[config.mk]
export PLATFORM = sky130hd
export DESIGN_NAME = hazard_controller
export DESIGN_NICKNAME = d
export VERILOG_FILES = /design/src/rtl/hazard_pkg.sv /design/src/rtl/hazard_scoreboard.sv /design/src/rtl/hazard_controller.sv
export SDC_FILE = /design/constraint.sdc
export NUM_CORES = 1
export LEC_CHECK = 0
export ABC_AREA = 0
export ABC_CLOCK_PERIOD_IN_PS = 3600
export CAP_MARGIN = 0
export CORE_ASPECT_RATIO = 0.9
export CORE_MARGIN = 3
export CORE_UTILIZATION = 35
export DETAILED_ROUTE_END_ITERATION = 7
export GPL_ROUTABILITY_DRIVEN = 0
export SYNTH_ARGS = -nofsm -noshare
export SYNTH_HDL_FRONTEND = slang
export SYNTH_SLANG_ARGS = --single-unit
[constraint.sdc]
create_clock -name clk -period 3.6 [get_ports clk]
set_clock_uncertainty 0.05 [all_clocks]
set_input_delay 0.72 -clock clk [delete_from_list [all_inputs] [get_ports clk]]
set_output_delay 0.72 -clock clk [all_outputs]
set_load 0.02 [all_outputs]
[src/rtl/hazard_pkg.sv]
// rtl/hazard_pkg.sv - shared opcode indices, forward selects and scoreboard entry type
package hazard_pkg;

  localparam int OP_ADDI = 0;
  localparam int OP_ADDS = 1;
  localparam int OP_AND  = 2;
  localparam int OP_B    = 3;
  localparam int OP_BLT  = 4;
  localparam int OP_CBZ  = 5;
  localparam int OP_EOR  = 6;
  localparam int OP_LDUR = 7;
  localparam int OP_LSR  = 8;
  localparam int OP_STUR = 9;
  localparam int OP_SUBS = 10;
  localparam int NOPS    = 11;

  localparam int REG_W = 5;

  localparam logic [1:0] FWD_RF    = 2'b00;
  localparam logic [1:0] FWD_EXMEM = 2'b01;
  localparam logic [1:0] FWD_MEMWB = 2'b10;

  typedef struct packed {
    logic             valid;
    logic [REG_W-1:0] rd;
    logic             is_load;
    logic             sets_flags;
  } sb_entry_t;

endpackage

[src/rtl/hazard_scoreboard.sv]
// rtl/hazard_scoreboard.sv - EX/MEM/WB in-flight writer shift register
module hazard_scoreboard
  import hazard_pkg::*;
(
  input  logic      clk,
  input  logic      reset,
  input  logic      bubble_i,
  input  sb_entry_t id_entry_i,
  output sb_entry_t ex_o,
  output sb_entry_t mem_o,
  output sb_entry_t wb_o
);

  sb_entry_t ex_q, mem_q, wb_q;
  sb_entry_t ex_d;

  always_comb begin
    ex_d = id_entry_i;
    if (bubble_i) ex_d = '0;
  end

  always_ff @(posedge clk) begin
    if (reset) begin
      ex_q  <= '0;
      mem_q <= '0;
      wb_q  <= '0;
    end else begin
      ex_q  <= ex_d;
      mem_q <= ex_q;
      wb_q  <= mem_q;
    end
  end

  assign ex_o  = ex_q;
  assign mem_o = mem_q;
  assign wb_o  = wb_q;

endmodule

[src/rtl/hazard_controller.sv]
// rtl/hazard_controller.sv - LEGv8 load-use/CBZ stall, branch flush and forwarding control
module hazard_controller
  import hazard_pkg::*;
#(
  parameter int NREG     = 32,
  parameter int ZERO_REG = 31,
  parameter int CNT_W    = 32
) (
  input  logic             clk,
  input  logic             reset,
  input  logic             id_valid,
  input  logic [31:0]      id_instr,
  input  logic [NOPS-1:0]  id_check,
  input  logic             br_taken,
  output logic             stall_if_id,
  output logic             bubble_ex,
  output logic             flush_if_id,
  output logic [1:0]       fwd_a,
  output logic [1:0]       fwd_b,
  output logic             fwd_flags,
  output logic             cbz_fwd,
  output logic [CNT_W-1:0] stall_count,
  output logic [CNT_W-1:0] flush_count
);

  localparam int RW = $clog2(NREG);

  sb_entry_t ex_e, mem_e, wb_e, id_entry;

  logic [RW-1:0] rd_f, rn_f, rm_f, b_src;
  logic is_addi, is_adds, is_and, is_blt, is_cbz, is_eor;
  logic is_ldur, is_lsr, is_stur, is_subs;
  logic writer, rn_used, rm_used, rt_used;
  logic load_use, stall;
  logic [1:0] fwd_a_d, fwd_b_d, fwd_a_q, fwd_b_q;
  logic [CNT_W-1:0] stall_cnt_q, stall_cnt_d, flush_cnt_q, flush_cnt_d;

  // XZR reads are constant zero, so they never depend on an in-flight writer.
  function automatic logic hit(input logic [RW-1:0] src, input sb_entry_t e);
    return (src != RW'(ZERO_REG)) && e.valid && (e.rd == src);
  endfunction

  assign rd_f = id_instr[RW-1:0];
  assign rn_f = id_instr[5 +: RW];
  assign rm_f = id_instr[16 +: RW];

  assign is_addi = id_valid & id_check[OP_ADDI];
  assign is_adds = id_valid & id_check[OP_ADDS];
  assign is_and  = id_valid & id_check[OP_AND];
  assign is_blt  = id_valid & id_check[OP_BLT];
  assign is_cbz  = id_valid & id_check[OP_CBZ];
  assign is_eor  = id_valid & id_check[OP_EOR];
  assign is_ldur = id_valid & id_check[OP_LDUR];
  assign is_lsr  = id_valid & id_check[OP_LSR];
  assign is_stur = id_valid & id_check[OP_STUR];
  assign is_subs = id_valid & id_check[OP_SUBS];

  assign writer  = is_addi | is_adds | is_and | is_eor | is_ldur | is_lsr | is_subs;
  assign rn_used = is_addi | is_adds | is_and | is_eor | is_ldur | is_lsr | is_stur;
  assign rm_used = is_adds | is_and | is_eor | is_lsr | is_subs;
  assign rt_used = is_stur | is_cbz;

  always_comb begin
    id_entry            = '0;
    id_entry.valid      = writer;
    id_entry.rd         = rd_f;
    id_entry.is_load    = is_ldur;
    id_entry.sets_flags = is_adds | is_subs;
  end

  hazard_scoreboard u_sb (
    .clk        (clk),
    .reset      (reset),
    .bubble_i   (stall),
    .id_entry_i (id_entry),
    .ex_o       (ex_e),
    .mem_o      (mem_e),
    .wb_o       (wb_e)
  );

  // CBZ resolves in ID, so it needs its operand one stage earlier than EX consumers.
  assign load_use = ex_e.is_load & ((rn_used & hit(rn_f, ex_e)) |
                                    (rm_used & hit(rm_f, ex_e)) |
                                    (rt_used & hit(rd_f, ex_e)));
  assign stall = ~reset & (load_use | (is_cbz & hit(rd_f, ex_e)) |
                           (is_cbz & hit(rd_f, mem_e) & mem_e.is_load));

  assign b_src = is_stur ? rd_f : rm_f;

  always_comb begin
    fwd_a_d = FWD_RF;
    fwd_b_d = FWD_RF;
    if (id_valid) begin
      if (hit(rn_f, ex_e))       fwd_a_d = FWD_EXMEM;
      else if (hit(rn_f, mem_e)) fwd_a_d = FWD_MEMWB;
      if (hit(b_src, ex_e))       fwd_b_d = FWD_EXMEM;
      else if (hit(b_src, mem_e)) fwd_b_d = FWD_MEMWB;
    end
  end

  assign stall_cnt_d = stall_cnt_q + CNT_W'(stall);
  assign flush_cnt_d = flush_cnt_q + CNT_W'(flush_if_id);

  always_ff @(posedge clk) begin
    if (reset) begin
      fwd_a_q     <= FWD_RF;
      fwd_b_q     <= FWD_RF;
      stall_cnt_q <= '0;
      flush_cnt_q <= '0;
    end else begin
      fwd_a_q     <= stall ? FWD_RF : fwd_a_d;
      fwd_b_q     <= stall ? FWD_RF : fwd_b_d;
      stall_cnt_q <= stall_cnt_d;
      flush_cnt_q <= flush_cnt_d;
    end
  end

  assign stall_if_id = stall;
  assign bubble_ex   = stall;
  assign flush_if_id = ~reset & br_taken & ~stall;
  assign fwd_a       = fwd_a_q;
  assign fwd_b       = fwd_b_q;
  assign fwd_flags   = ~reset & is_blt & ex_e.valid & ex_e.sets_flags;
  assign cbz_fwd     = ~reset & is_cbz & hit(rd_f, mem_e) & ~mem_e.is_load;
  assign stall_count = stall_cnt_q;
  assign flush_count = flush_cnt_q;

  logic unused_bits;
  assign unused_bits = ^{id_instr[31:21], id_instr[15:10], id_check[OP_B], wb_e};

endmodule
# After elaboration in Yosys (flattened, before gate mapping)
# Index checks and enable logic that the tools add are counted.
# word_totals
register_bits	83
input_bits	47
output_inout_bits	73
# classes
add_sub_neg	2
n_eq_ne	11
mux	5
n_bitwise	47
reduce_logical	18
# op_table
op	count
adder 32 x 1 -> 32 bit	2
equality test 5 bit	7
bitwise AND 1 bit	26
!= test 5 bit, second input constant	4
OR 1 bit	17
logical AND 1 bit	14
OR reduction 4 bit	2
2-to-1 mux 5 bit	1
2-to-1 mux 2 bit	2
inverter 1 bit	4
OR reduction 3 bit	1
2-to-1 mux 1 bit	2
OR reduction 2 bit	1

# Longest topological paths before layout
# Gate-level depths: netlist of the first run.
# depth
ltp_word	17
depth_mapped	15
depth_no_buf	12

# Cells and area by module
# Synthesis of the first run repeated with hierarchy kept, for this count alone.
# unflattened
cells_unflattened	503
area_unflattened_um2	4471.8
# by_module_without_submodules
module	n_inst	cells_each	area_each_um2
hazard_controller	1	452	3766.1
hazard_scoreboard	1	51	705.7

# Worst setup path before layout of the first run
# No wires, ideal clock.
# synth_timing
kind	input to register
start	input id_check[6]
end	register flush_cnt_q[24] (netlist: flush_count[24])
setup_ns	0.128
arrival_ns	3.934
t_required_ns	3.422
slack_ns	-0.512
stages	14
n_path_buf	2
path_cell_list	or3_1 > o311ai_0 > nor4_1 > or2_2 > buf_2 > nor3_1 > ha_1 > ha_1 > nand2_1 > nor3_1 > clkbuf_1 > nand4_1 > xnor2_1 > nor2_1
# synth_between
elab_chain_cells	15
# synth_rtl
item	line	source
start: declaration	hazard_controller.sv:13	input logic [NOPS-1:0] id_check,
bitwise AND 1 bit *	hazard_controller.sv:52	assign is_eor = id_valid & id_check[OP_EOR];
OR 1 bit (4 in a row)	hazard_controller.sv:59	assign rn_used = is_addi | is_adds | is_and | is_eor | is_ldur | is_lsr | is_stur;
bitwise AND 1 bit	hazard_controller.sv:82	assign load_use = ex_e.is_load & ((rn_used & hit(rn_f, ex_e)) |
OR 1 bit *	hazard_controller.sv:82	
OR 1 bit *	hazard_controller.sv:83	(rm_used & hit(rm_f, ex_e)) |
bitwise AND 1 bit *	hazard_controller.sv:82	
OR 1 bit * (2 in a row)	hazard_controller.sv:85	assign stall = ~reset & (load_use | (is_cbz & hit(rd_f, ex_e)) |
bitwise AND 1 bit *	hazard_controller.sv:85	
inverter 1 bit *	hazard_controller.sv:120	assign flush_if_id = ~reset & br_taken & ~stall;
bitwise AND 1 bit *	hazard_controller.sv:120	
named net flush_if_id	hazard_controller.sv:17	output logic flush_if_id,
adder 32 x 1 -> 32 bit *	hazard_controller.sv:102	assign flush_cnt_d = flush_cnt_q + CNT_W'(flush_if_id);
end signal: assignment	hazard_controller.sv:114	flush_cnt_q <= flush_cnt_d;
end: declaration	hazard_controller.sv:36	logic [CNT_W-1:0] stall_cnt_q, stall_cnt_d, flush_cnt_q, flush_cnt_d;
# The timed path passes the listed nets; every way through them passes the cells marked *.
# A chain may end at the register's enable or synchronous reset.

# Final worst setup path of the first run
# layout_timing
start	input id_instr[4]
end	output bubble_ex
# layout_between
elab_chain_cells	9
# layout_rtl
item	line	source
start: declaration	hazard_controller.sv:12	input logic [31:0] id_instr,
!= test 5 bit	hazard_controller.sv:40	return (src != RW'(ZERO_REG)) && e.valid && (e.rd == src);
logical AND 1 bit (2 in a row)	hazard_controller.sv:40	
bitwise AND 1 bit	hazard_controller.sv:84	(rt_used & hit(rd_f, ex_e)));
OR 1 bit	hazard_controller.sv:83	
bitwise AND 1 bit	hazard_controller.sv:82	
OR 1 bit	hazard_controller.sv:85	
OR 1 bit *	hazard_controller.sv:85	
bitwise AND 1 bit *	hazard_controller.sv:85	
end: declaration	hazard_controller.sv:16	output logic bubble_ex,
# Mark *: on every way between the ends. The rest lies on a longest branch, timed or not.

==> results.yml, run 1 <==
sta:
  setup_viol: 0
  period_needed_ns: 3.52
  timing.hold.ws_ns: 0.460
  post-route-period-util: 0.977
  maxSlewViolCount: 0
  finalHoldViolations: 0
  relSlewSlack: 0.614
  timing.fmax_ghz: 0.284
  setup_tns_ns: 0
  worst_slew_pin_slew_ns: 0.579
layout:
  mostFrequentLayoutCells: "clkdlybuf4s50_1 (94), dfxtp_1 (83), nor2_1 (67), buf_4 (51), xnor2_1 (41)"
  drive_gt1_frac: 0.163
  final_common_cell: "clkdlybuf4s50_1"
  postLayoutCoreUtil: 0.526
  syn2layout_area_growth_pct: 46.0
  n_antenna_cell: 0
  final_cell_area_um2: 6030
  final_nets: 679
setup_path:
  reg2reg_from: "u_sb.ex_o[2]"
  reg2reg_depth: 11
  cp_data_required_time_ns: 2.83
  slowest_delay_ns: 0.57
  crit_family: "buffers and inverters"
  path_cells: "clkdlybuf4s50_1 > xnor2_1 > nand3_1 > or4_1 > nand3_2 > o21ba_4 > buf_4 > clkdlybuf4s15_2"
  r2r_slack_ns: 0.57
  critical_path_class: "in -> out"
  rr_endpoint: "stall_count[31]"
  crit_buf_inv: 3
  start_kind: "input pin"
  arrival_ns: 2.75
  crit_path_end_kind: "output pin"
  critical_path.max_fanout: 3
  cpMaxStageDelayCell: "clkdlybuf4s50_1"
power_and_ir_drop:
  p_seq_frac: 0.475
  power_leakage_nw: 2.17
  power_switching_mw: 0.461
  switching_share: 0.232
  ir_drop_mv: 0.236
  p_comb_frac: 0.091
  internal-power_mw: 1.53
  power_frac_clock: 0.435
  power_mw: 1.99
  powerDensity_nw_per_um2: 330
floorplanning:
  die_y_um: 109
  ios: 120
  die_area_um2: 13100
  die_w_um: 121
  rows: 37
  start_util: 0.360
  core-area_um2: 11500
synthesis:
  avgSynthCellArea_um2: 8.43
  asyncSetResetFlopFracSynth: 0
  synth_nets: 541
  yosys_warnings: 0
  ys_ff_latch: 83
  synth_area_um2: 4130
  ys_types: 50
  synthFlopType: "dfxtp_1"
  ys_seq_area_frac: 0.402
  synth-edff-count: 0
  synth_cells: 490
clock_network:
  cts_root_buffer: "clkbuf_16"
  tritoncts: "built"
  clk_pin_slew_ns: 0.06
  clock_path_buffers: 2
  numCtsBuffers: 9
  clk_latency_ns: 0.33
  cts.htree.levels: 3
  clock-sinks: 83
global_routing:
  grt_pass1_wl_um: 19000
  track_usage: 0.179
  grt_pass1_vias: 3830
  grt-ovfl-total: 0
  grt_antenna_before_repair: 0
  grt_max_degree: 51
route:
  drt_wl_total_um: 11700
  wl_per_cell_um: 14.9
  vias: 3984
  vias_per_cell: 5.05
  drtIter0Drc: 262
  drt_first_pass_iters: 4
  ant_nets: 0
  drc_errors: 0
placed_design:
  post-dp-hpwl_um: 8430
  port_buffers: 101
  post_dp_cell_area_um2: 5630
status:
  status: "complete, no violations"
min_path:
  hp-class: "reg -> reg"
  min-delay-start: "flush_count[7]"
  hold_end: "flush_count[7]"
  hold_depth: 2
flow_run:
  drv_cap: 0
-- through the flow --
stage	std cells	worst slack [ns]
6_report	789	0.0812
2_1_floorplan	490	-0.0452
3_3_place_gp	770	-0.459
5_1_grt	789	-0.0229
3_5_place_dp	770	-0.458
4_1_cts	786	0.0136
-- worst register-to-register path: cells and delay by family (launching register included) --
| family | cells | cell delay (ns) |
|---|---|---|
| adder cells (fa/ha/maj) | 1 | 0.16 |
| AND/OR/NAND/NOR | 7 | 1.69 |
| flip-flops | 1 | 0.54 |
| AO/OA/AOI/OAI | 3 | 0.48 |
-- timing repair --
| item | 4_1_cts | 5_1_grt |
|---|---|---|
| setup buffers | 0 | 2 |
| hold buffers | 0 | 0 |
| pin swaps | 1 | 3 |
| gates cloned | 0 | 1 |
| setup endpoints to repair | 28 | 31 |
| resized for setup | 12 | 19 |
| endpoints found under the hold margin | 0 | 0 |
-- logic make-up (layout without fill, tap and decap cells) --
family,count (synthesis),count (layout),share of synthesized area
simple gates,243,243,0.311
compound gates,36,36,0.0563
xor+xnor,78,78,0.165
buf+inv,43,186,0.0448
mux,3,3,0.00848
flops,83,83,0.402
fa+ha+maj,4,4,0.0121
-- flip-flops by register name (all words and copies together) (netlist names) --
register and flops:
flush_count 32, fwd_a 2, fwd_b 2, stall_count 32, u_sb.ex_o 8, u_sb.mem_o 7
-- area by class of cell --
class	count	area, um2
clock buffers	12	256
clock inverters	4	25.0
fillers	1137	5450
inverters	17	63.8
multi-input cells	364	2440
flip-flops and latches	83	1660
well taps	156	195
repair buffers	153	1390
-- cell usage after synthesis (3+ instances only) --
| master | count | share of area |
|---|---|---|
| and3_1 | 14 | 0.021 |
| xor2_1 | 37 | 0.078 |
| nand4_1 | 27 | 0.041 |
| inv_1 | 17 | 0.015 |
| buf_1 | 3 | 0.0027 |
| xnor2_1 | 41 | 0.087 |
| ha_1 | 4 | 0.012 |
| a21oi_1 | 12 | 0.015 |
| and4_1 | 4 | 0.0085 |
| nand2b_1 | 4 | 0.0061 |
| nor2_1 | 67 | 0.061 |
| dfxtp_1 | 83 | 0.40 |
| nor4_1 | 12 | 0.018 |
| clkbuf_1 | 18 | 0.016 |
| nor3_1 | 26 | 0.031 |
| nand2_1 | 19 | 0.017 |
| nor2b_1 | 12 | 0.018 |
| or3_1 | 10 | 0.015 |
| nand3_1 | 32 | 0.039 |
| o21ai_0 | 10 | 0.012 |
-- metal layers --
layer,GRT usage,share of wire,vias up
li1,-,-,1976
met1,0.233,0.47,1912
met2,0.293,0.47,86
met3,0.0482,0.051,10
met4,0.0534,0.012,0
met5,0,0,-
-- power by group through the flow --
stage / sequential [mW] / clock (mW) / combinational [mW]
6_report: 0.943 / 0.865 / 0.180
5_1_grt: 0.944 / 0.929 / 0.196
4_1_cts: 0.943 / 0.886 / 0.175
3_5_place_dp: 0.963 / 0 / 0.174
3_3_place_gp: 0.963 / 0 / 0.172
2_1_floorplan: 0.957 / 0 / 0.0877
-- how the worst max path moves through the flow --
stage               cells past startpoint  slack (ns)         from         endpoint
floorplan                              12       -0.05  id_check[7]  flush_count[23]
global placement                        7       -0.46  id_check[7]      flush_if_id
detailed placement                      7       -0.46  id_check[7]      flush_if_id
CTS                                     8        0.01  id_instr[4]      stall_if_id
global route                           12       -0.02  id_instr[4]  stall_count[29]
finish                                  8        0.08  id_instr[4]        bubble_ex
(Power assumes the default switching activity.)
==> inputs of run 2 (changes only) <==
--- a/config.mk
+++ b/config.mk
@@ -13,6 +13,7 @@
 export CORE_UTILIZATION = 35
 export DETAILED_ROUTE_END_ITERATION = 7
 export GPL_ROUTABILITY_DRIVEN = 0
+export GPL_TIMING_DRIVEN = 0
 export SYNTH_ARGS = -nofsm -noshare
 export SYNTH_HDL_FRONTEND = slang
 export SYNTH_SLANG_ARGS = --single-unit
==> run 2 against run 1 <==
First-iteration DRC count decreased by 6.1%. Non-clock buffer count shrank 13. Hold slack improved by 0.0049 ns. Die area did not move. Via count grew 0.75%. Global-route usage up 0.18 points. Maximum frequency hardly changed. Sequential power is essentially flat. Highest routed layer unchanged.
==> results.yml, run 2 (synthesis results as in run 1) <==
layout:
  register_area_um2: 1660
  final_nets: 666
  drive_gt1_frac: 0.131
  mostFrequentLayoutCells: "clkdlybuf4s50_1 (84), dfxtp_1 (83), nor2_1 (67), xnor2_1 (40), xor2_1 (37)"
  syn2layout_area_growth_pct: 45.1
  n_antenna_cell: 0
  postLayoutCoreUtil: 0.522
  multiInputGateArea_um2: 2570
  final_common_cell: "clkdlybuf4s50_1"
  nFillCells: 1104
  stdcell_count: 774
setup_path:
  critical_path_class: "in -> reg"
  start_kind: "input pin"
  path_cells: "clkdlybuf4s50_1 > or3_4 > o311ai_4 > nor4_4 > or2_4 > nor3_4 > ha_4 > buf_6 > nand3_4 > nor3_4 > nand3_2 > or3_4 > a21oi_2"
  critical_path.max_fanout: 5
  cpMaxStageDelayCell: "clkdlybuf4s50_1"
  arrival_ns: 3.73
  crit_path_end_kind: "flip-flop"
  cp-startpoint: "id_check[7]"
  reg2reg_from: "u_sb.ex_o[5]"
  cp_data_required_time_ns: 3.81
  rr_endpoint: "stall_count[30]"
  slowest_delay_ns: 0.43
  r2r_slack_ns: 0.31
  reg2reg_depth: 13
clock_network:
  cts.htree.levels: 3
  tritoncts: "built"
  clock_path_buffers: 2
  clk_latency_ns: 0.33
  clk_pin_slew_ns: 0.06
  clock-sinks: 83
  cts_hold_buf: 0
  cts_root_buffer: "clkbuf_16"
  numCtsBuffers: 9
sta:
  finalHoldViolations: 0
  period_needed_ns: 3.52
  timing.hold.ws_ns: 0.465
  timing.fmax_ghz: 0.284
  post-route-period-util: 0.977
  worst_slew_pin_slew_ns: 0.725
  rsz0062_at_grt: "false"
  maxSlewViolCount: 0
  relSlewSlack: 0.517
  setup_viol: 0
  setup_tns_ns: 0
route:
  highest_layer: "met4"
  drtIter0Drc: 246
  wl_met3_um: 786
  wl_per_cell_um: 15.5
  drt_wl_total_um: 12000
  met1_length_um: 5300
  route.met2.wl_um: 5730
  ant_nets: 0
  vias_per_cell: 5.19
  vias: 4014
  drt_first_pass_iters: 5
  drc_errors: 0
global_routing:
  track_usage: 0.181
  grt_pass1_vias: 3785
  grt_pass1_wl_um: 19100
  grt-ovfl-total: 0
  grt_antenna_before_repair: 0
  grt_max_degree: 13
power_and_ir_drop:
  powerDensity_nw_per_um2: 318
  power_mw: 1.91
  power_leakage_nw: 2.19
  ir_drop_mv: 0.190
floorplanning:
  start_util: 0.360
  die_w_um: 121
  ios: 120
  rows: 37
  die_y_um: 109
  core-area_um2: 11500
  die_area_um2: 13100
flow_run:
  drv_cap: 0
placed_design:
  post-dp-hpwl_um: 8520
  place_inst: 744
  port_buffers: 98
min_path:
  hold_end: "flush_count[7]"
  hp-class: "reg -> reg"
  hold_depth: 2
  min-delay-start: "flush_count[7]"
status:
  status: "complete, no violations"
-- run 2: worst max-delay path: cells and delay by family --
family | cells | cell delay, ns
buf+inv | 2 | 0.54
fa+ha+maj | 1 | 0.19
simple gates | 8 | 1.84
compound gates | 2 | 0.43
-- run 2: how the worst max path moves through the flow --
stage                       to  slack (ns)  cells after the start
2_1_floorplan  flush_count[23]       -0.05                     12
3_3_place_gp   stall_count[24]       -0.93                     12
3_5_place_dp   stall_count[24]       -0.89                     14
4_1_cts              bubble_ex       0.005                      8
5_1_grt        flush_count[29]        0.01                     13
6_report       flush_count[29]        0.08                     13
-- run 2: power by group --
part           total, mW  switching, mW  internal, mW
Combinational      0.167         0.0893        0.0778
Sequential         0.940         0.0121         0.928
Clock              0.799          0.342         0.457
Total               1.91          0.444          1.46
-- run 2: final cells by class --
cell class / instances / share of cell area
buffer: 23 / 0.0217
clock buffer: 11 / 0.0388
clock inverter: 3 / 0.00292
inverter: 17 / 0.0106
multi-input combinational: 364 / 0.429
sequential: 83 / 0.277
tap: 156 / 0.0325
timing repair buffer: 117 / 0.187
-- run 2: per-layer routing --
metal	track usage	vias to the layer above
met2	0.290	140
met4	0.0542	0
met3	0.0545	14
li1	-	1948
met5	0	-
met1	0.236	1912
-- run 2: through the flow --
stage | area (um2) | setup slack (ns)
after floorplan | 4200 | -0.0452
after global placement | 5380 | -0.929
after detailed placement | 5380 | -0.888
after CTS | 5800 | 0.00527
after global routing | 6000 | 0.0102
final | 6000 | 0.0841
-- run 2: timing repair --
| action | 4_1_cts | 5_1_grt |
|---|---|---|
| endpoints found under the setup margin | 54 | 49 |
| gates cloned | 1 | 1 |
| resized for setup | 40 | 34 |
| pin swaps | 9 | 18 |
| setup buffers | 8 | 9 |
==> inputs of run 3 (changes only) <==
--- a/config.mk
+++ b/config.mk
@@ -14,6 +14,7 @@
 export DETAILED_ROUTE_END_ITERATION = 7
 export GPL_ROUTABILITY_DRIVEN = 0
 export GPL_TIMING_DRIVEN = 0
+export PLACE_DENSITY = 0.62
 export SYNTH_ARGS = -nofsm -noshare
 export SYNTH_HDL_FRONTEND = slang
 export SYNTH_SLANG_ARGS = --single-unit
==> run 3 against run 2 <==
Sequential cell count did not move. Sequential power hardly changed. Sequential share of layout area shrank 0.48 points. Global-route usage decreased by 0.14 points. Routed wire length is 1.4% lower. Core utilization up 0.92 points. Register-to-register slack lost 0.04 ns. Non-clock buffer count rose by 8. Die area stayed put. Critical path depth decreased by 4. Largest cell class unchanged. Largest power group unchanged.
==> results.yml, run 3 (synthesis results as in run 1) <==
floorplanning:
  die_area_um2: 13100
  start_util: 0.360
  ios: 120
  die_w_um: 121
  rows: 37
  core-area_um2: 11500
  die_y_um: 109
setup_path:
  cp_data_required_time_ns: 2.83
  crit_path_end_kind: "output pin"
  reg2reg_from: "u_sb.ex_o[5]"
  arrival_ns: 2.76
  critical_path.max_fanout: 3
  critical_path_class: "in -> out"
  start_kind: "input pin"
  cp-startpoint: "id_check[6]"
global_routing:
  grt_antenna_before_repair: 0
  grt_max_degree: 13
  grt_pass1_vias: 3778
  grt_pass1_wl_um: 18900
  grt-ovfl-total: 0
  track_usage: 0.179
sta:
  maxSlewViolCount: 0
  period_needed_ns: 3.53
  setup_viol: 0
  finalHoldViolations: 0
  timing.fmax_ghz: 0.283
  worst_slew_pin_slew_ns: 0.561
  relSlewSlack: 0.626
  postLayoutSetupSlackWorst_ns: 0.0707
  post-route-period-util: 0.980
placed_design:
  dp_slack_ns: -0.897
  port_buffers: 98
  post_dp_cell_area_um2: 5380
  post-dp-hpwl_um: 8430
  place_inst: 744
clock_network:
  clock_path_buffers: 2
  cts_hold_buf: 0
  cts.htree.levels: 3
  cts_root_buffer: "clkbuf_16"
  clock-sinks: 83
  clk_latency_ns: 0.33
  numCtsBuffers: 9
  tritoncts: "built"
  clk_pin_slew_ns: 0.06
power_and_ir_drop:
  powerDensity_nw_per_um2: 326
  p_comb_frac: 0.084
  switching_share: 0.220
  power_leakage_nw: 2.25
  ir_drop_mv: 0.225
  p_seq_frac: 0.473
  power_frac_clock: 0.443
  power_switching_mw: 0.438
  internal-power_mw: 1.55
  power_mw: 1.99
route:
  wl_per_cell_um: 15.1
  drc_errors: 0
  drt_first_pass_iters: 5
  drtIter0Drc: 250
  drt_wl_total_um: 11800
  vias_per_cell: 5.04
  ant_nets: 0
  vias: 3940
min_path:
  min-delay-start: "flush_count[7]"
  hp-class: "reg -> reg"
layout:
  stdcell_count: 782
  final_nets: 674
  postLayoutCoreUtil: 0.532
  nFillCells: 1123
  drive_gt1_frac: 0.152
  final_common_cell: "dfxtp_1"
  syn2layout_area_growth_pct: 47.7
  final_cell_area_um2: 6100
  mostFrequentLayoutCells: "dfxtp_1 (83), clkdlybuf4s50_1 (80), nor2_1 (67), xnor2_1 (40), xor2_1 (37)"
  n_antenna_cell: 0
status:
  status: "complete, no violations"
flow_run:
  drv_cap: 0
-- run 3: cell types whose count changed in the layout (fill, tap and decap cells not counted), moves of 3 or more --
cell             change
buf_4                +7
clkdlybuf4s50_1      -4
nor4_2               +3
nor3_2               +3
nor4_4               -3
dlymetal6s2s_1       +3
nor3_1               -3
-- run 3: area by class of cell --
cell class,count,area [um2],share of cell area
well taps,156,195,0.0320
inverters,17,63.8,0.0105
multi-input cells,364,2560,0.419
plain buffers,24,146,0.0240
repair buffers,124,1190,0.196
flip-flops and latches,83,1660,0.272
clock buffers,11,243,0.0398
clock inverters,3,40.0,0.00656
-- run 3: final timing paths --
kind | end | depth (start not counted) | slack, ns
setup / recovery | flush_if_id | 9 | 0.07
hold / removal | flush_count[7] | 2 | 0.46
setup reg to reg | stall_count[24] | 15 | 0.27
hold reg to reg | flush_count[7] | 2 | 0.46
-- run 3: power groups by stage --
| stage | logic, mW | clock network, mW | registers (mW) |
|---|---|---|---|
| after floorplan | 0.0877 | 0 | 0.957 |
| after global placement | 0.152 | 0 | 0.959 |
| after detailed placement | 0.154 | 0 | 0.959 |
| after CTS | 0.161 | 0.905 | 0.940 |
| after global routing | 0.182 | 0.948 | 0.941 |
| final | 0.168 | 0.883 | 0.941 |
-- run 3: per-stage QoR --
step                      TNS [ns]  hold WS, ns
after floorplan            -0.0902        0.420
after global placement      -37.85        0.449
after detailed placement    -39.60        0.445
after CTS                        0        0.456
after global routing        -0.123        0.509
final                            0        0.455
-- run 3: what timing repair did --
item / in CTS / in global routing
pin swaps: 9 / 20
resized for setup: 43 / 40
cloned: 2 / 0
setup endpoints to repair: 54 / 43
buffers inserted: 7 / 17
-- run 3: critical path: stages --
cell and delay, ns:
clkdlybuf4s50_1 0.40, or3_4 0.36, o311ai_4 0.31, nor4_4 0.09, or2_4 0.29, nor3_4 0.23, buf_4 0.14, buf_4 0.09
buf_4 0.13
-- run 3: layer usage --
| layer | track usage | share of wire | vias up |
|---|---|---|---|
| met1 | 0.246 | 0.48 | 1868 |
| met5 | 0 | 0 | - |
| li1 | - | - | 1959 |
| met4 | 0.0324 | 0.0033 | 0 |
| met2 | 0.281 | 0.46 | 109 |
| met3 | 0.0565 | 0.057 | 4 |
==> variant 1, RTL diff (config.mk and constraints of run 1) <==
Put a register stage on the output `fwd_flags`, with the module's reset. The value now appears one clock later. The other outputs are not delayed to match.
--- a/src/rtl/hazard_controller.sv
+++ b/src/rtl/hazard_controller.sv
@@ -120,7 +120,13 @@
   assign flush_if_id = ~reset & br_taken & ~stall;
   assign fwd_a       = fwd_a_q;
   assign fwd_b       = fwd_b_q;
-  assign fwd_flags   = ~reset & is_blt & ex_e.valid & ex_e.sets_flags;
+  always_ff @(posedge clk) begin
+    if (reset) begin
+      fwd_flags <= '0;
+    end else begin
+      fwd_flags <= ~reset & is_blt & ex_e.valid & ex_e.sets_flags;
+    end
+  end
   assign cbz_fwd     = ~reset & is_cbz & hit(rd_f, mem_e) & ~mem_e.is_load;
   assign stall_count = stall_cnt_q;
   assign flush_count = flush_cnt_q;
Behaviour: not the same (a bounded check fails within 4 cycles, from zero or initial values and one cycle with reset high).
==> variant 1 against run 1 <==
Sequential cell count is 1 higher. Clock power is 7.6% higher. Largest cell class unchanged. Final area is 6.7% higher. Combinational power is 6% lower. The flow now finishes with violations (setup timing). Total power is 3.2% higher. Setup slack worse by 380 ps. Synthesized area is 1.2% lower. Routed wire length is 3.7% higher.
==> variant 1: results (changes against run 1) <==
Pwr
  – VDD IR-drop max: 0.314 mV (+33%)
  – Leakage power: 2.52 nW (+16%)

GRT
  – GRT Util Overall: 19.0% (+1.1 points)
  – First-pass GRT wire length: 19900 um (+5.0%)
  – Pin count of the biggest net entering global routing: 35 (-31%)

Critical path
  – Reg2reg end: flush_count[26]
  – CP arrival: 4120 ps (+1370 ps)
  – Worst R2R Setup Slack: 150 ps (-420 ps)
  – CP max FO: 4 (+1)
  – R2r worst-path depth: 12 (+1)

Layout
  – Finished Layout Cells: 796 (+0.89%)
  – Layout cells sized above 1: 25.8% (+9.5 points)
  – Fill count: 1006 (-12%)

Synthesis
  – Post-synth top cells: dfxtp_1 (84), nor2_1 (57), xnor2_1 (50)
  – Top cells by area, synth: dfxtp_1 (41%), xnor2_1 (11%), nor2_1 (5.2%)

STA
  – Final setup fails: 17 (+17)
  – Final setup TNS: -2190 ps (-2190 ps)
  – Final worst slack: -296 ps (-377 ps)
  – Worst Tran Pin Value: 740 ps (+161 ps)
  – Hold_ws: 381 ps (-79.0 ps)

Place
  – Detailed placement HPWL: 8650 um (+2.7%)
  – DP Cell Count: 766 (-0.52%)

Detailed routing
  – Starting DRC count in detailed routing: 345 (+32%)
  – Routed len/inst: 15.3 um (+2.8%)
  – 1st-pass router iterations: 5 (+1)
  – Via count: 4051 (+1.7%)

Run status
  – Outcome: finished with violations
  – Failing checks: setup timing

Min path
  – Worst Hold End: fwd_flags
  – Hold_sp: u_sb.ex_o[0]
variant 1: cell types whose count changed after synthesis, sizes merged, moves of 8 or more:
cell and change:
and3 -11, clkbuf -8, nand2 +15, nand4 -11, nor2 -10, nor3 -10, xnor2 +9, xor2 -17
variant 1: timing repair:
action                     CTS  global route
buffers inserted            10             5
resized for setup           71            45
setup endpoints to repair   53            46
pin swaps                   33            23
variant 1: area by class of cell:
type,count,area [um^2],area share (%)
Clock buffer,9,225,3.50
Clock inverter,7,75.1,1.17
Timing Repair Buffer,172,1540,23.9
Tap cell,152,190,2.95
Inverter,15,56.3,0.875
Multi-Input combinational cell,357,2670,41.5
Sequential cell,84,1680,26.1
variant 1: worst max path at each step:
stage	cells after the start	slack, ps	end
finish	13	-300	flush_count[26]
global route	13	-360	flush_count[26]
CTS	13	-320	flush_count[26]
detailed placement	13	-1070	flush_count[26]
global placement	13	-990	flush_count[26]
floorplan	13	-850	flush_count[26]
variant 1: power breakdown:
part / switching (mW) / internal (mW)
logic: 0.0834 / 0.0857
clock network: 0.391 / 0.541
registers: 0.0125 / 0.939
variant 1: worst max-delay path: stages:
cell	delay (ps)
buf_6	90
or3_4	380
or4_4	420
or2_0	210
a41o_1	220
nor4b_4	310
ha_2	250
ha_4	130
inv_2	30
or3_4	330
or4_4	550
or3_1	320
a21oi_1	150
variant 1: layer usage:
| layer | share of wire [%] | vias up | routed length [um] | GRT usage [%] |
|---|---|---|---|---|
| met5 | 0 | - | 0 | 0 |
| met3 | 5.8 | 12 | 710 | 4.86 |
| li1 | - | 1997 | - | - |
| met1 | 44 | 1919 | 5370 | 23.6 |
| met2 | 49 | 123 | 5920 | 32.3 |
| met4 | 1.4 | 0 | 165 | 6.30 |
variant 1: cells by family after synthesis:
| kind of cell | count (synthesis) | synth area share (%) |
|---|---|---|
| buf+inv | 33 | 3.31 |
| flops | 84 | 41.2 |
| mux | 3 | 0.827 |
| compound gates | 43 | 6.65 |
| fa+ha+maj | 4 | 1.23 |
| simple gates | 237 | 31.8 |
| xor+xnor | 70 | 15.0 |
variant 1: per-stage QoR:
stage	area [um^2]	total power, mW	worst slack [ps]
3_5_place_dp	5790	1.14	-1070
3_3_place_gp	5790	1.13	-989
2_1_floorplan	4270	1.04	-848
4_1_cts	6320	2.07	-315
5_1_grt	6440	2.13	-361
6_report	6440	2.05	-296
==> variant 2, RTL diff (config.mk and constraints of run 1) <==
Made on the original files. Set the parameter `ZERO_REG` to 15 (it was 31).
--- a/src/rtl/hazard_controller.sv
+++ b/src/rtl/hazard_controller.sv
@@ -3,7 +3,7 @@
   import hazard_pkg::*;
 #(
   parameter int NREG     = 32,
-  parameter int ZERO_REG = 31,
+  parameter int ZERO_REG = 15,
   parameter int CNT_W    = 32
 ) (
   input  logic             clk,
Formal check against the unedited RTL: not equivalent (a bounded check fails within 4 cycles, from zero or initial values and one cycle with reset high).
==> variant 2 against run 1 <==
Total power shrank 0.78%. Final area shrank 5.0%. Combinational power shrank 19%. Critical path depth rose by 2. Routed wire length shrank 13%. Setup slack better by 50 ps. Sequential share of layout area up 1.5 points. Sequential cell count is the same. Highest routed layer unchanged. First-iteration DRC count fell by 48%. Synthesized area shrank 5.5%. Sequential power hardly changed. Clock power grew 2%.
==> variant 2: results (changes against run 1) <==
Run status
  – Outcome: complete, no violations

GRT
  – Pin count of the biggest net entering global routing: 53 (+3.9%)
  – Vias in the first global route: 3412 (-11%)
  – GRT Util Overall: 16.3% (-1.6 points)
  – Met2 Usage GRT: 26.7% (-2.6 points)
  – First-pass GRT wire length: 16800 um (-12%)
  – Met3 Use GR: 4.79% (-0.036 points)
  – Routing usage on met1: 20.9% (-2.4 points)

Pwr
  – Leakage power: 2.27 nW (+4.2%)
  – VDD IR-drop max: 0.208 mV (-12%)
  – Internal cell power: 1.54 mW (+0.88%)

Synthesis
  – Top cells by area, synth: dfxtp_1 (43%), xor2_1 (11%), xnor2_1 (7.6%)
  – Seq/Total Area, Yosys: 42.6% (+2.3 points)
  – Mux contribution to synthesized area: 1.57% (+0.72 points)
  – XOR/XNOR Fraction of Synth Area: 19.1% (+2.5 points)
  – Post-synth net total: 492 (-9.1%)
  – Compound-cell area share of the yosys netlist: 3.84% (-1.8 points)
  – Post-synth top cells: dfxtp_1 (83), nor2_1 (67), xor2_1 (51)
  – Post-synth cell types: 40 (-20%)
  – Post-Synth Adder-Cell Area: 1.28% (+0.071 points)

Min path
  – Worst Hold End: stall_count[28]
  – Hold_sp: stall_count[28]
  – Hold depth: 2 (unchanged)

STA
  – Worst Tran Pin Value: 567 ps (-12.1 ps)

Critical path
  – Worst Setup EP: stall_if_id
  – Worst Setup SP: id_instr[0]
  – R2r worst-path depth: 16 (+5)
  – CP max stage delay: 330 ps (-240 ps)
  – CP max FO: 5 (+2)
  – Critical Path Slowest Stage Cell: dlygate4sd2_1
  – Reg2reg end: stall_count[18]
  – CP arrival: 2700 ps (-50 ps)
  – RR Startpoint: u_sb.mem_o[2]

Layout
  – Fill count: 1012 (-11%)
  – Layout cells sized above 1: 13.4% (-2.9 points)
  – Nets: 630 (-7.2%)

Detailed routing
  – Routed len/inst: 13.9 um (-6.2%)
  – DR WL met3: 491 um (-17%)
  – Via count: 3526 (-11%)
  – Wl on met1: 4850 um (-12%)
  – Starting DRC count in detailed routing: 136 (-48%)

CTS
  – Clock Latency Late Sink: 330 ps (about the same)

Place
  – Detailed placement HPWL: 7540 um (-11%)
  – Area after DPL: 5340 um^2 (-5.2%)
[variant 2: cell count changes in the layout (fill, tap and decap cells not counted), moves of 5 or more]
cell             delta
buf_4              -10
and2_1              +5
xor2_1             +14
nand2_1            +12
xnor2_1             -7
inv_1              -13
nand4_1             -7
nand3_1             -6
dlymetal6s2s_1     +11
nor3_1             -16
clkdlybuf4s50_1    -11
[variant 2: tightest hold or removal path, stage by stage, from the launching register on]
cell,delay [ps]
dfxtp_1,320
o21ai_0,70
a21oi_1,60
[variant 2: cell type report]
| type | instances | area (um^2) | share of cell area (%) |
|---|---|---|---|
| Multi-Input combinational cell | 339 | 2240 | 39.1 |
| Sequential cell | 83 | 1660 | 29.0 |
| Timing Repair Buffer | 142 | 1340 | 23.3 |
| Clock buffer | 13 | 280 | 4.89 |
| Tap cell | 148 | 185 | 3.23 |
| Inverter | 4 | 15.0 | 0.262 |
| Clock inverter | 1 | 7.51 | 0.131 |
[variant 2: metrics by stage]
stage / utilization, % / setup TNS, ps / hold WS [ps] / cells / worst slack [ps]
floorplan: - / 0 / 424 / 441 / 13.9
global placement: 50.6 / -13810 / 430 / 715 / -413
detailed placement: 50.6 / -15890 / 445 / 715 / -474
CTS: 53.3 / 0 / 454 / 729 / 9.62
global route: 54.3 / 0 / 480 / 730 / 2.18
finish: 54.3 / 0 / 450 / 730 / 131
[variant 2: power groups by stage]
stage          Sequential, mW  Clock, mW  Combinational (mW)
2_1_floorplan           0.956          0              0.0744
3_3_place_gp            0.963          0               0.144
3_5_place_dp            0.963          0               0.146
4_1_cts                 0.942      0.914               0.146
5_1_grt                 0.944      0.954               0.159
6_report                0.943      0.884               0.146
